$ cat config.mk
export PLATFORM = sky130hd
export DESIGN_NAME = i2c_apb_master
export DESIGN_NICKNAME = d
export VERILOG_FILES = /design/src/rtl/i2c_apb_master.sv
export SDC_FILE = /design/constraint.sdc
export NUM_CORES = 1
export LEC_CHECK = 0
export BUFFER_PORTS_ARGS = -buffer_cell sky130_fd_sc_hd__buf_4
export CAP_MARGIN = 10
export CORE_MARGIN = 3
export CORE_UTILIZATION = 50
export CTS_CLUSTER_DIAMETER = 100
export DETAILED_ROUTE_END_ITERATION = 6
export PLACE_DENSITY_LB_ADDON = 0.3
export SLEW_MARGIN = 20
export SYNTH_ARGS = -nofsm -noshare
export SYNTH_HDL_FRONTEND = slang
export SYNTH_SLANG_ARGS = --single-unit
$ cat constraint.sdc
create_clock -name PCLK -period 3.35 [get_ports PCLK]
set_input_delay 0.335 -clock PCLK [delete_from_list [all_inputs] [get_ports PCLK]]
set_output_delay 0.335 -clock PCLK [all_outputs]
set_load 0.005 [all_outputs]
$ cat src/rtl/i2c_apb_master.sv
// APB requester: turns a local valid/ready request into one APB transfer.
// The FSM walks IDLE -> SETUP -> ACCESS. All APB outputs come straight from flops.
//
// Ports
//   PCLK, PRESETn        : clock (rising edge) and async active-low reset
//   req_valid/req_ready  : request handshake; req_ready is high only in IDLE
//   req_write/addr/wdata : request fields, latched on the handshake
//   rsp_valid            : one-cycle pulse when a transfer finishes
//   rsp_rdata            : read data of the last completion (0 for writes and aborts)
//   rsp_err              : last transfer was aborted by timeout
//   PSELx/PENABLE/PWRITE/PADDR/PWDATA : APB request signals
//   PREADY/PRDATA        : APB completer response, sampled only in ACCESS
//
// Optional feature: define APB_TIMEOUT_EN to add the ACCESS-phase timeout
// (TIMEOUT_CYCLES wait cycles, then abort with rsp_err=1).
module i2c_apb_master #(
   parameter int unsigned ADDR_W         = 7,
   parameter int unsigned DATA_W         = 8,
   parameter int unsigned TIMEOUT_CYCLES = 16
) (
   input  logic              PCLK,
   input  logic              PRESETn,
   input  logic              req_valid,
   output logic              req_ready,
   input  logic              req_write,
   input  logic [ADDR_W-1:0] req_addr,
   input  logic [DATA_W-1:0] req_wdata,
   output logic              rsp_valid,
   output logic [DATA_W-1:0] rsp_rdata,
   output logic              rsp_err,
   output logic              PSELx,
   output logic              PENABLE,
   output logic              PWRITE,
   output logic [ADDR_W-1:0] PADDR,
   output logic [DATA_W-1:0] PWDATA,
   input  logic              PREADY,
   input  logic [DATA_W-1:0] PRDATA
);

   // A zero timeout would abort before any wait cycle could be observed.
   if (TIMEOUT_CYCLES == 0) begin : g_bad_timeout
      $error("TIMEOUT_CYCLES must be at least 1");
   end

   typedef enum logic [1:0] {StIdle, StSetup, StAccess} state_e;

   state_e              state_q, state_d;
   logic                psel_q, psel_d;
   logic                penable_q, penable_d;
   logic                pwrite_q, pwrite_d;
   logic [ADDR_W-1:0]   paddr_q, paddr_d;
   logic [DATA_W-1:0]   pwdata_q, pwdata_d;
   logic                rsp_valid_q, rsp_valid_d;
   logic [DATA_W-1:0]   rsp_rdata_q, rsp_rdata_d;

`ifdef APB_TIMEOUT_EN
   localparam int unsigned CntW = (TIMEOUT_CYCLES < 2) ? 1 : $clog2(TIMEOUT_CYCLES);
   localparam logic [CntW-1:0] CntLast = CntW'(TIMEOUT_CYCLES - 1);

   logic [CntW-1:0]     cnt_q, cnt_d;
   logic                rsp_err_q, rsp_err_d;
`endif

   always_comb begin
      state_d     = state_q;
      psel_d      = psel_q;
      penable_d   = penable_q;
      pwrite_d    = pwrite_q;
      paddr_d     = paddr_q;
      pwdata_d    = pwdata_q;
      rsp_valid_d = 1'b0;
      rsp_rdata_d = rsp_rdata_q;
`ifdef APB_TIMEOUT_EN
      cnt_d       = cnt_q;
      rsp_err_d   = rsp_err_q;
`endif
      case (state_q)
         StIdle: begin
            if (req_valid) begin
               state_d   = StSetup;
               psel_d    = 1'b1;
               penable_d = 1'b0;
               pwrite_d  = req_write;
               paddr_d   = req_addr;
               pwdata_d  = req_wdata;
            end
         end
         StSetup: begin
            state_d   = StAccess;
            penable_d = 1'b1;
`ifdef APB_TIMEOUT_EN
            cnt_d     = '0;
`endif
         end
         StAccess: begin
            if (PREADY) begin
               state_d     = StIdle;
               psel_d      = 1'b0;
               penable_d   = 1'b0;
               pwrite_d    = 1'b0;
               paddr_d     = '0;
               pwdata_d    = '0;
               rsp_valid_d = 1'b1;
               rsp_rdata_d = pwrite_q ? '0 : PRDATA;
`ifdef APB_TIMEOUT_EN
               rsp_err_d   = 1'b0;
`endif
            end
`ifdef APB_TIMEOUT_EN
            // This edge completes the TIMEOUT_CYCLES-th consecutive wait cycle.
            else if (cnt_q == CntLast) begin
               state_d     = StIdle;
               psel_d      = 1'b0;
               penable_d   = 1'b0;
               pwrite_d    = 1'b0;
               paddr_d     = '0;
               pwdata_d    = '0;
               rsp_valid_d = 1'b1;
               rsp_rdata_d = '0;
               rsp_err_d   = 1'b1;
            end else begin
               cnt_d = cnt_q + 1'b1;
            end
`endif
         end
         default: state_d = StIdle;
      endcase
   end

   always_ff @(posedge PCLK or negedge PRESETn) begin
      if (!PRESETn) begin
         state_q     <= StIdle;
         psel_q      <= 1'b0;
         penable_q   <= 1'b0;
         pwrite_q    <= 1'b0;
         paddr_q     <= '0;
         pwdata_q    <= '0;
         rsp_valid_q <= 1'b0;
         rsp_rdata_q <= '0;
`ifdef APB_TIMEOUT_EN
         cnt_q       <= '0;
         rsp_err_q   <= 1'b0;
`endif
      end else begin
         state_q     <= state_d;
         psel_q      <= psel_d;
         penable_q   <= penable_d;
         pwrite_q    <= pwrite_d;
         paddr_q     <= paddr_d;
         pwdata_q    <= pwdata_d;
         rsp_valid_q <= rsp_valid_d;
         rsp_rdata_q <= rsp_rdata_d;
`ifdef APB_TIMEOUT_EN
         cnt_q       <= cnt_d;
         rsp_err_q   <= rsp_err_d;
`endif
      end
   end

   assign req_ready = (state_q == StIdle);
   assign PSELx     = psel_q;
   assign PENABLE   = penable_q;
   assign PWRITE    = pwrite_q;
   assign PADDR     = paddr_q;
   assign PWDATA    = pwdata_q;
   assign rsp_valid = rsp_valid_q;
   assign rsp_rdata = rsp_rdata_q;
`ifdef APB_TIMEOUT_EN
   assign rsp_err   = rsp_err_q;
`else
   assign rsp_err   = 1'b0;
`endif

endmodule

==> results of run 1 <==
-- layout by cell type (no fill, tap or decap), drive strengths merged --
cell,count
a21o,1
a21oi,1
nand2,8
clkinv,2
o21ai,10
nor2b,1
nor2,3
buf,55
inv,2
nor3,1
dlygate4sd3,1
a22oi,16
conb,1
mux2,1
dfrtp,29
clkbuf,7
o2bb2ai,17
nand3b,1
nand2b,8
-- tightest hold or removal path, cell delays in order --
cell	delay, ns
buf_4	0.11
nand2b_1	0.05
o21ai_0	0.06
-- cell type report --
class                      instances  area, um2
clock inverter                     1       5.00
fill                             161        598
clock buffer                       7       65.1
timing repair buffer              56        423
sequential                        29        726
multi-input combinational         69        477
inverter                           3       11.3
tap                               28       35.0
-- final timing paths --
check / from / to / slack (ns) / depth (start not counted)
worst max-delay path: state_q[1] / req_ready / 1.55 / 2
worst min-delay path: PRDATA[3] / rsp_rdata[3] / 0.27 / 3
worst max register to register: state_q[1] / PADDR[4] / 1.71 / 2
worst min register to register: rsp_rdata[3] / rsp_rdata[3] / 0.49 / 2
max in group asynchronous: PRESETn / rsp_rdata[6] / 2.62 / 2
min in group asynchronous: PRESETn / PENABLE / 0.45 / 2
-- through the flow --
stage | hold WS [ns] | setup slack, ns | instances | total power, mW
after global routing | 0.269 | 1.46 | 193 | 1.56
after global placement | 0.269 | 1.73 | 184 | 1.19
after floorplan | 0.0394 | 2.22 | 112 | 0.943
final | 0.267 | 1.55 | 193 | 1.45
after detailed placement | 0.277 | 1.72 | 184 | 1.22
after CTS | 0.266 | 1.56 | 193 | 1.46
-- power by group through the flow --
| stage | Sequential [mW] | Clock [mW] | Combinational (mW) |
|---|---|---|---|
| after floorplan | 0.616 | 0 | 0.327 |
| after global placement | 0.660 | 0 | 0.531 |
| after detailed placement | 0.669 | 0 | 0.551 |
| after CTS | 0.664 | 0.249 | 0.551 |
| after global routing | 0.692 | 0.263 | 0.605 |
| final | 0.665 | 0.244 | 0.542 |
-- timing repair --
action | in CTS | in global routing
hold endpoints to repair | 29 | 0
resized for setup | 0 | 0
hold buffers | 1 | 0
-- synthesized netlist by cell type (all sizes together) --
cell,instances,share of area
o21ai,10,0.038
nor2b,1,0.011
nand2,8,0.023
clkbuf,2,0.0058
clkinv,1,0.0029
o2bb2ai,17,0.11
a21oi,1,0.0038
inv,2,0.0058
nand2b,8,0.038
buf,9,0.062
conb,1,0.0029
a22oi,16,0.092
dfrtp,29,0.56
nor2,3,0.0086
nor3,1,0.0038
a21o,1,0.0058
mux2,1,0.0086
nand3b,1,0.015
-- state kept, by name (all words and copies together) (netlist names) --
name,cells
PWDATA,8
rsp_rdata,8
PADDR,7
state_q,2
PENABLE,1
PSELx,1
PWRITE,1
rsp_valid,1
-- layer usage --
layer / up-vias / global-route usage / wire (um)
met5: - / 0 / 0
met4: 0 / 0.0695 / 44
met3: 6 / 0.0724 / 215
met2: 39 / 0.303 / 1370
met1: 488 / 0.256 / 1320
li1: 510 / - / -
-- cells by family after synthesis --
group,share of synthesized area
buf+inv,0.0768
simple gates,0.0999
other cells,0.00288
flops,0.557
compound gates,0.255
mux,0.00864
==> flow_summary.json, run 1 <==
{
  "status": "finished, final reports clean",
  "ys_types": 23,
  "path_class": "reg -> out",
  "coreArea_um2": 2340,
  "startpoint_type": "flip-flop",
  "report.final.slew_viol_count": 0,
  "fmax_ghz": 0.556,
  "slew_headroom": 0.499,
  "rsz0062_at_grt": "false",
  "wire_per_inst_um": 15.3,
  "p_leak_nw": 0.862,
  "cts-htree-levels": 2,
  "dr.pass1.iters": 4,
  "hold_viol": 0,
  "dp_hpwl_mm": 2.05,
  "clkTransAtPathRegs_ns": 0.09,
  "first_global_vias": 1020,
  "worstHoldPathType": "in -> reg",
  "fin_nets": 192,
  "cap_violations": 0,
  "p_comb_frac": 0.374,
  "grt_pass1_wl_mm": 4.93,
  "cts-root-buf": "clkbuf_4",
  "ant_nets": 0,
  "ys_seq_elements": 29,
  "synthesis.instances": 112,
  "globalplace.congestion": 0.681,
  "yosysWarnings": 0,
  "crit_family": "flip-flops",
  "detail_route.vias_per_cell": 5.40,
  "place_area_um2": 1660,
  "crit_buf_inv": 1,
  "tightest_slew_ns": 0.751,
  "die_y_um": 57.0,
  "track_usage": 0.197,
  "area_growth_pct": 33.7,
  "drive_gt1_frac": 0.406,
  "timing.final.crit_share": 0.537,
  "skew_ns": 0.00970,
  "p_int_uw": 948,
  "post-cts-setup-buffers": 0,
  "finish.instance_area_um2": 1740,
  "finalCriticalPeriod_ns": 1.80,
  "clk_latency_ns": 0.33,
  "ios": 57,
  "endpoint_kind": "output pin",
  "crit_path_cell_trace": "nor2_1, buf_4",
  "start_util": 0.557,
  "numPortBuffers": 55,
  "finalWirelength_mm": 2.95,
  "clkPwrFrac": 0.168,
  "ctsLongestPathBuffers": 2,
  "antenna_found_initial": 0,
  "drc": 0,
  "n_antenna_cell": 0,
  "cp_max_fo": 23,
  "tns_ns": 0,
  "drt-initial-drc-count": 36,
  "avgSynthCellArea_um2": 11.6,
  "max_stage_delay_ns": 0.84,
  "crit_required_ns": 3.01,
  "cts_buffers": 5,
  "vias": 1043,
  "row_count": 17,
  "seq_area_frac_synth": 0.557,
  "utilization": 0.744,
  "dieArea_um2": 3250,
  "grt_max_degree": 30,
  "grt_overflow": 0,
  "critical-path-slowest-cell": "dfrtp_1",
  "cts_tree": "built",
  "cts_sinks": 29,
  "irDropWorstVdd_mv": 0.516,
  "die_w_um": 57.0,
  "swShare": 0.346,
  "p_per_area_nw_per_um2": 832,
  "finalSetupViolCount": 0,
  "syn_area_um2": 1300,
  "arrival_ns": 1.46,
  "syn_nets": 140,
  "p_switching_uw": 502,
  "seq_power_share": 0.459
}
Power figures use the tool's default switching activity.
==> inputs of run 2 (changes only) <==
--- a/config.mk
+++ b/config.mk
@@ -8,7 +8,7 @@
 export BUFFER_PORTS_ARGS = -buffer_cell sky130_fd_sc_hd__buf_4
 export CAP_MARGIN = 10
 export CORE_MARGIN = 3
-export CORE_UTILIZATION = 50
+export CORE_UTILIZATION = 42
 export CTS_CLUSTER_DIAMETER = 100
 export DETAILED_ROUTE_END_ITERATION = 6
 export PLACE_DENSITY_LB_ADDON = 0.3
==> constraint.sdc (replaced) <==
create_clock -name PCLK -period 1.5 [get_ports PCLK]
set_input_delay 0.15 -clock PCLK [delete_from_list [all_inputs] [get_ports PCLK]]
set_output_delay 0.15 -clock PCLK [all_outputs]
set_load 0.005 [all_outputs]
==> run 2 against run 1 <==
Against the previous run:
- critical path depth is 1 higher
- register-to-register slack lost 1.5 ns
- power increased by 120%
- combinational power is 140% higher
- critical endpoint unchanged
- largest cell class unchanged
==> flow_summary.json, run 2 (synthesis gave the netlist of run 1 again) <==
{
  "status": "finished, final reports clean",
  "p_leak_nw": 0.856,
  "worstHoldPathType": "in -> reg",
  "tightest_slew_ns": 0.560,
  "tns_ns": 0,
  "finalSetupViolCount": 0,
  "cts_tree": "built",
  "cp_common_cell": "buf_4",
  "die_w_um": 61.7,
  "row_count": 19,
  "max_stage_delay_ns": 0.45,
  "clk_latency_ns": 0.32,
  "ant_nets": 0,
  "drive_gt1_frac": 0.412,
  "endpoint_kind": "output pin",
  "vias": 1038,
  "track_usage": 0.170,
  "crit_buf_inv": 2,
  "layout_commonest_cell": "buf_4",
  "final_cell_mix": "buf_4, dfrtp_1, o2bb2ai_1",
  "cp_max_fo": 20,
  "cts_buffers": 5,
  "cap_violations": 0,
  "startpoint_type": "flip-flop",
  "crit_family": "flip-flops",
  "wire_per_inst_um": 14.5,
  "p_per_area_nw_per_um2": 1820,
  "drc": 0,
  "regArea_um2": 727,
  "nFillCells": 261,
  "drt-initial-drc-count": 22,
  "critical-path-slowest-cell": "dfrtp_2",
  "antenna_found_initial": 0,
  "utilization": 0.611,
  "fin_nets": 193,
  "grt_pass1_wl_mm": 4.58,
  "n_antenna_cell": 0,
  "finalWirelength_mm": 2.84,
  "coreArea_um2": 2850,
  "path_class": "reg -> out",
  "grt_overflow": 0,
  "report.final.slew_viol_count": 0,
  "irDropWorstVdd_mv": 0.861,
  "crit_path_cell_trace": "buf_4, nor2_2, buf_4",
  "dieArea_um2": 3810,
  "detail_route.vias_per_cell": 5.30,
  "multi_input_area_um2": 479,
  "slew_headroom": 0.626,
  "fin_hold_ws_ns": 0.105,
  "cts_sinks": 29,
  "dp_hpwl_mm": 1.98,
  "arrival_ns": 1.25,
  "rsz0062_at_grt": "false",
  "grt_max_degree": 30,
  "area_growth_pct": 33.7,
  "cts-root-buf": "clkbuf_4",
  "globalplace.congestion": 0.693,
  "ctsLongestPathBuffers": 2,
  "ios": 57,
  "timing.final.crit_share": 0.933,
  "finalCriticalPeriod_ns": 1.40,
  "skew_ns": 0.00574,
  "numPortBuffers": 55,
  "start_util": 0.457,
  "fmax_ghz": 0.714,
  "hold_viol": 0,
  "dr.pass1.iters": 4,
  "crit_required_ns": 1.35,
  "clkTransAtPathRegs_ns": 0.08,
  "cts-htree-levels": 2,
  "die_y_um": 61.7,
  "first_global_vias": 1023
}
run 2: cell count changes in the layout (fill, tap and decap cells not counted):
cell      previous run  this run
nor2_1               3         2
clkinv_2             1         0
nor2_2               0         1
dfrtp_1             29        28
clkbuf_1             0         1
clkbuf_8             2         1
dfrtp_2              0         1
buf_4               55        56
run 2: metal layers:
metal,vias up,track usage,wire [um]
met5,-,0,0
met4,0,0.0818,68
met3,8,0.0682,247
met2,41,0.283,1320
met1,476,0.190,1200
li1,513,-,-
run 2: power breakdown:
group	switching (mW)	total (mW)	internal (mW)
Combinational	0.545	1.30	0.751
Clock	0.240	0.461	0.221
Sequential	0.292	1.41	1.12
run 2: path summary, 6_finish.rpt:
| kind | cells past startpoint | start | end | slack (ns) |
|---|---|---|---|---|
| min | 3 | PRDATA[0] | rsp_rdata[0] | 0.11 |
| max reg2reg | 2 | state_q[0] | PADDR[1] | 0.21 |
| min reg2reg | 2 | rsp_rdata[3] | rsp_rdata[3] | 0.48 |
| min in group asynchronous | 2 | PRESETn | rsp_rdata[7] | 0.29 |
| max | 3 | state_q[1] | req_ready | 0.1 |
| max in group asynchronous | 2 | PRESETn | state_q[1] | 0.93 |
run 2: final cells by class:
cell class                      instances  share of cell area
Sequential cell                        29               0.417
Multi-Input combinational cell         69               0.275
Timing Repair Buffer                   57               0.247
Clock buffer                            7              0.0316
Tap cell                               31              0.0223
Inverter                                3             0.00647
run 2: through the flow:
step / total power, mW / area [um2] / cells / worst slack (ns)
floorplan: 2.11 / 1300 / 112 / 0.384
detailed placement: 2.73 / 1670 / 188 / 0.231
finish: 3.17 / 1740 / 196 / 0.100
global placement: 2.69 / 1670 / 188 / 0.295
global route: 3.45 / 1740 / 196 / 0.0109
CTS: 3.21 / 1740 / 196 / 0.0423
run 2: what timing repair did:
| action | in CTS | in global routing |
|---|---|---|
| setup buffers | 0 | 0 |
| endpoints found under the setup margin | 0 | 1 |
| hold endpoints to repair | 29 | 0 |
| hold buffers | 1 | 0 |
| resized for setup | 0 | 2 |
run 2: worst min-delay path, delay by kind of cell:
| family | cells | cell delay, ns |
|---|---|---|
| buffers and inverters | 1 | 0.11 |
| AOI/OAI and AO/OA | 1 | 0.07 |
| and+or+nand+nor | 1 | 0.06 |
==> inputs of run 3 (changes only) <==
==> constraint.sdc (replaced) <==
create_clock -name PCLK -period 1.5 [get_ports PCLK]
set_input_delay 0.15 -clock PCLK [delete_from_list [all_inputs] [get_ports PCLK]]
set_output_delay 0.15 -clock PCLK [all_outputs]
set_load 0.02 [all_outputs]
==> run 3 against run 2 <==
Against the previous run:
- critical path depth is the same
- sequential share of layout area fell by 0.090 points
- register-to-register slack is essentially flat
- sequential power about the same
- fmax rose by 0.67%
- clock-buffer cell count is the same
- global-route usage unchanged
- first-iteration DRC count is the same
- largest power group is now combinational logic
- highest routed layer unchanged
==> flow_summary.json, run 3 (synthesis gave the netlist of run 1 again) <==
{
  "place_area_um2": 1670,
  "crit_path_cell_trace": "buf_6, nor2_2, buf_4",
  "critical-path-slowest-cell": "dfrtp_2",
  "dr.pass1.iters": 4,
  "n_antenna_cell": 0,
  "fin_nets": 193,
  "grt_pass1_wl_mm": 4.58,
  "worstHoldPathType": "in -> reg",
  "startpoint_type": "flip-flop",
  "numPortBuffers": 55,
  "crit_family": "flip-flops",
  "cp_max_fo": 20,
  "layout_commonest_cell": "buf_4",
  "die_y_um": 61.7,
  "report.final.slew_viol_count": 0,
  "tns_ns": 0,
  "globalplace.congestion": 0.693,
  "skew_ns": 0.00574,
  "antenna_found_initial": 0,
  "utilization": 0.612,
  "path_class": "reg -> out",
  "dp_hpwl_mm": 1.98,
  "cap_violations": 0,
  "fmax_ghz": 0.719,
  "cts_buffers": 5,
  "die_w_um": 61.7,
  "p_leak_nw": 0.857,
  "vias": 1040,
  "grt_overflow": 0,
  "p_per_area_nw_per_um2": 2050,
  "slew_headroom": 0.626,
  "status": "finished, final reports clean",
  "start_util": 0.457,
  "cts-htree-levels": 2,
  "clkTransAtPathRegs_ns": 0.08,
  "drive_gt1_frac": 0.412,
  "max_stage_delay_ns": 0.46,
  "area_growth_pct": 34.0,
  "arrival_ns": 1.24,
  "grt_max_degree": 30,
  "coreArea_um2": 2850,
  "final.setup.worst_slack_ns": 0.109,
  "row_count": 19,
  "ctsLongestPathBuffers": 2,
  "cts_sinks": 29,
  "crit_required_ns": 1.35,
  "finalSetupViolCount": 0,
  "crit_buf_inv": 2,
  "drc": 0,
  "hold_viol": 0,
  "finalCriticalPeriod_ns": 1.39,
  "ant_nets": 0,
  "clk_latency_ns": 0.32,
  "detail_route.vias_per_cell": 5.31,
  "place_ws_ns": 0.231,
  "endpoint_kind": "output pin",
  "dieArea_um2": 3810,
  "first_global_vias": 1023,
  "drt-initial-drc-count": 22,
  "cts_tree": "built",
  "final_cell_mix": "buf_4, dfrtp_1, o2bb2ai_1",
  "timing.final.crit_share": 0.927,
  "track_usage": 0.170,
  "finish.instance_area_um2": 1750,
  "irDropWorstVdd_mv": 0.997,
  "reg2reg_slack_ns": 0.21,
  "wire_per_inst_um": 14.5,
  "finalWirelength_mm": 2.84,
  "post-cts-setup-buffers": 0,
  "ios": 57,
  "cts-root-buf": "clkbuf_4",
  "tightest_slew_ns": 0.561,
  "rsz0062_at_grt": "false"
}
[run 3: cell counts in the layout (fill, tap and decap cells not counted)]
Identical to the previous run, type by type.
[run 3: worst reg2reg max path: cells and delay by family, from the launching register on]
kind / cells / cell delay (ns)
DFF: 1 / 0.55
AOI/OAI and AO/OA: 2 / 0.67
[run 3: per-layer routing]
metal  wire length (um)  share of wire  GRT usage  vias up
li1                   -              -          -      513
met1               1190           0.42      0.190      476
met2               1330           0.47      0.283       43
met3                252          0.089     0.0682        8
met4                 68          0.024     0.0818        0
met5                  0              0          0        -
[run 3: power breakdown]
group	internal [mW]	switching, mW	leakage, nW
sequential	1.12	0.295	0.364
combinational	0.782	0.926	0.461
clock	0.221	0.240	0.0314
total	2.12	1.46	0.857
[run 3: final timing paths]
check                        startpoint           end  depth (start not counted)
max reg2reg                  state_q[0]      PADDR[1]                          2
min reg2reg                rsp_rdata[3]  rsp_rdata[3]                          2
min in group asynchronous       PRESETn  rsp_rdata[7]                          2
max                          state_q[1]     req_ready                          3
max in group asynchronous       PRESETn    state_q[1]                          2
min                           PRDATA[0]  rsp_rdata[0]                          3
[run 3: cell type report]
cell class | count | area, um2
fillers | 261 | 1110
flip-flops and latches | 29 | 727
multi-input cells | 69 | 479
repair buffers | 57 | 434
clock buffers | 7 | 55.1
well taps | 31 | 38.8
inverters | 3 | 11.3
[run 3: timing repair]
action / 4_1_cts / 5_1_grt
hold endpoints to repair: 29 / 0
hold buffers: 1 / 0
resized for setup: 0 / 3
endpoints found under the setup margin: 0 / 1
[run 3: stage by stage]
step | power [mW] | cells | hold WS [ns]
after floorplan | 2.48 | 112 | -0.146
after global placement | 3.09 | 188 | 0.0900
after detailed placement | 3.14 | 188 | 0.0920
after CTS | 3.61 | 196 | 0.0843
after global routing | 3.86 | 196 | 0.0998
final | 3.58 | 196 | 0.105
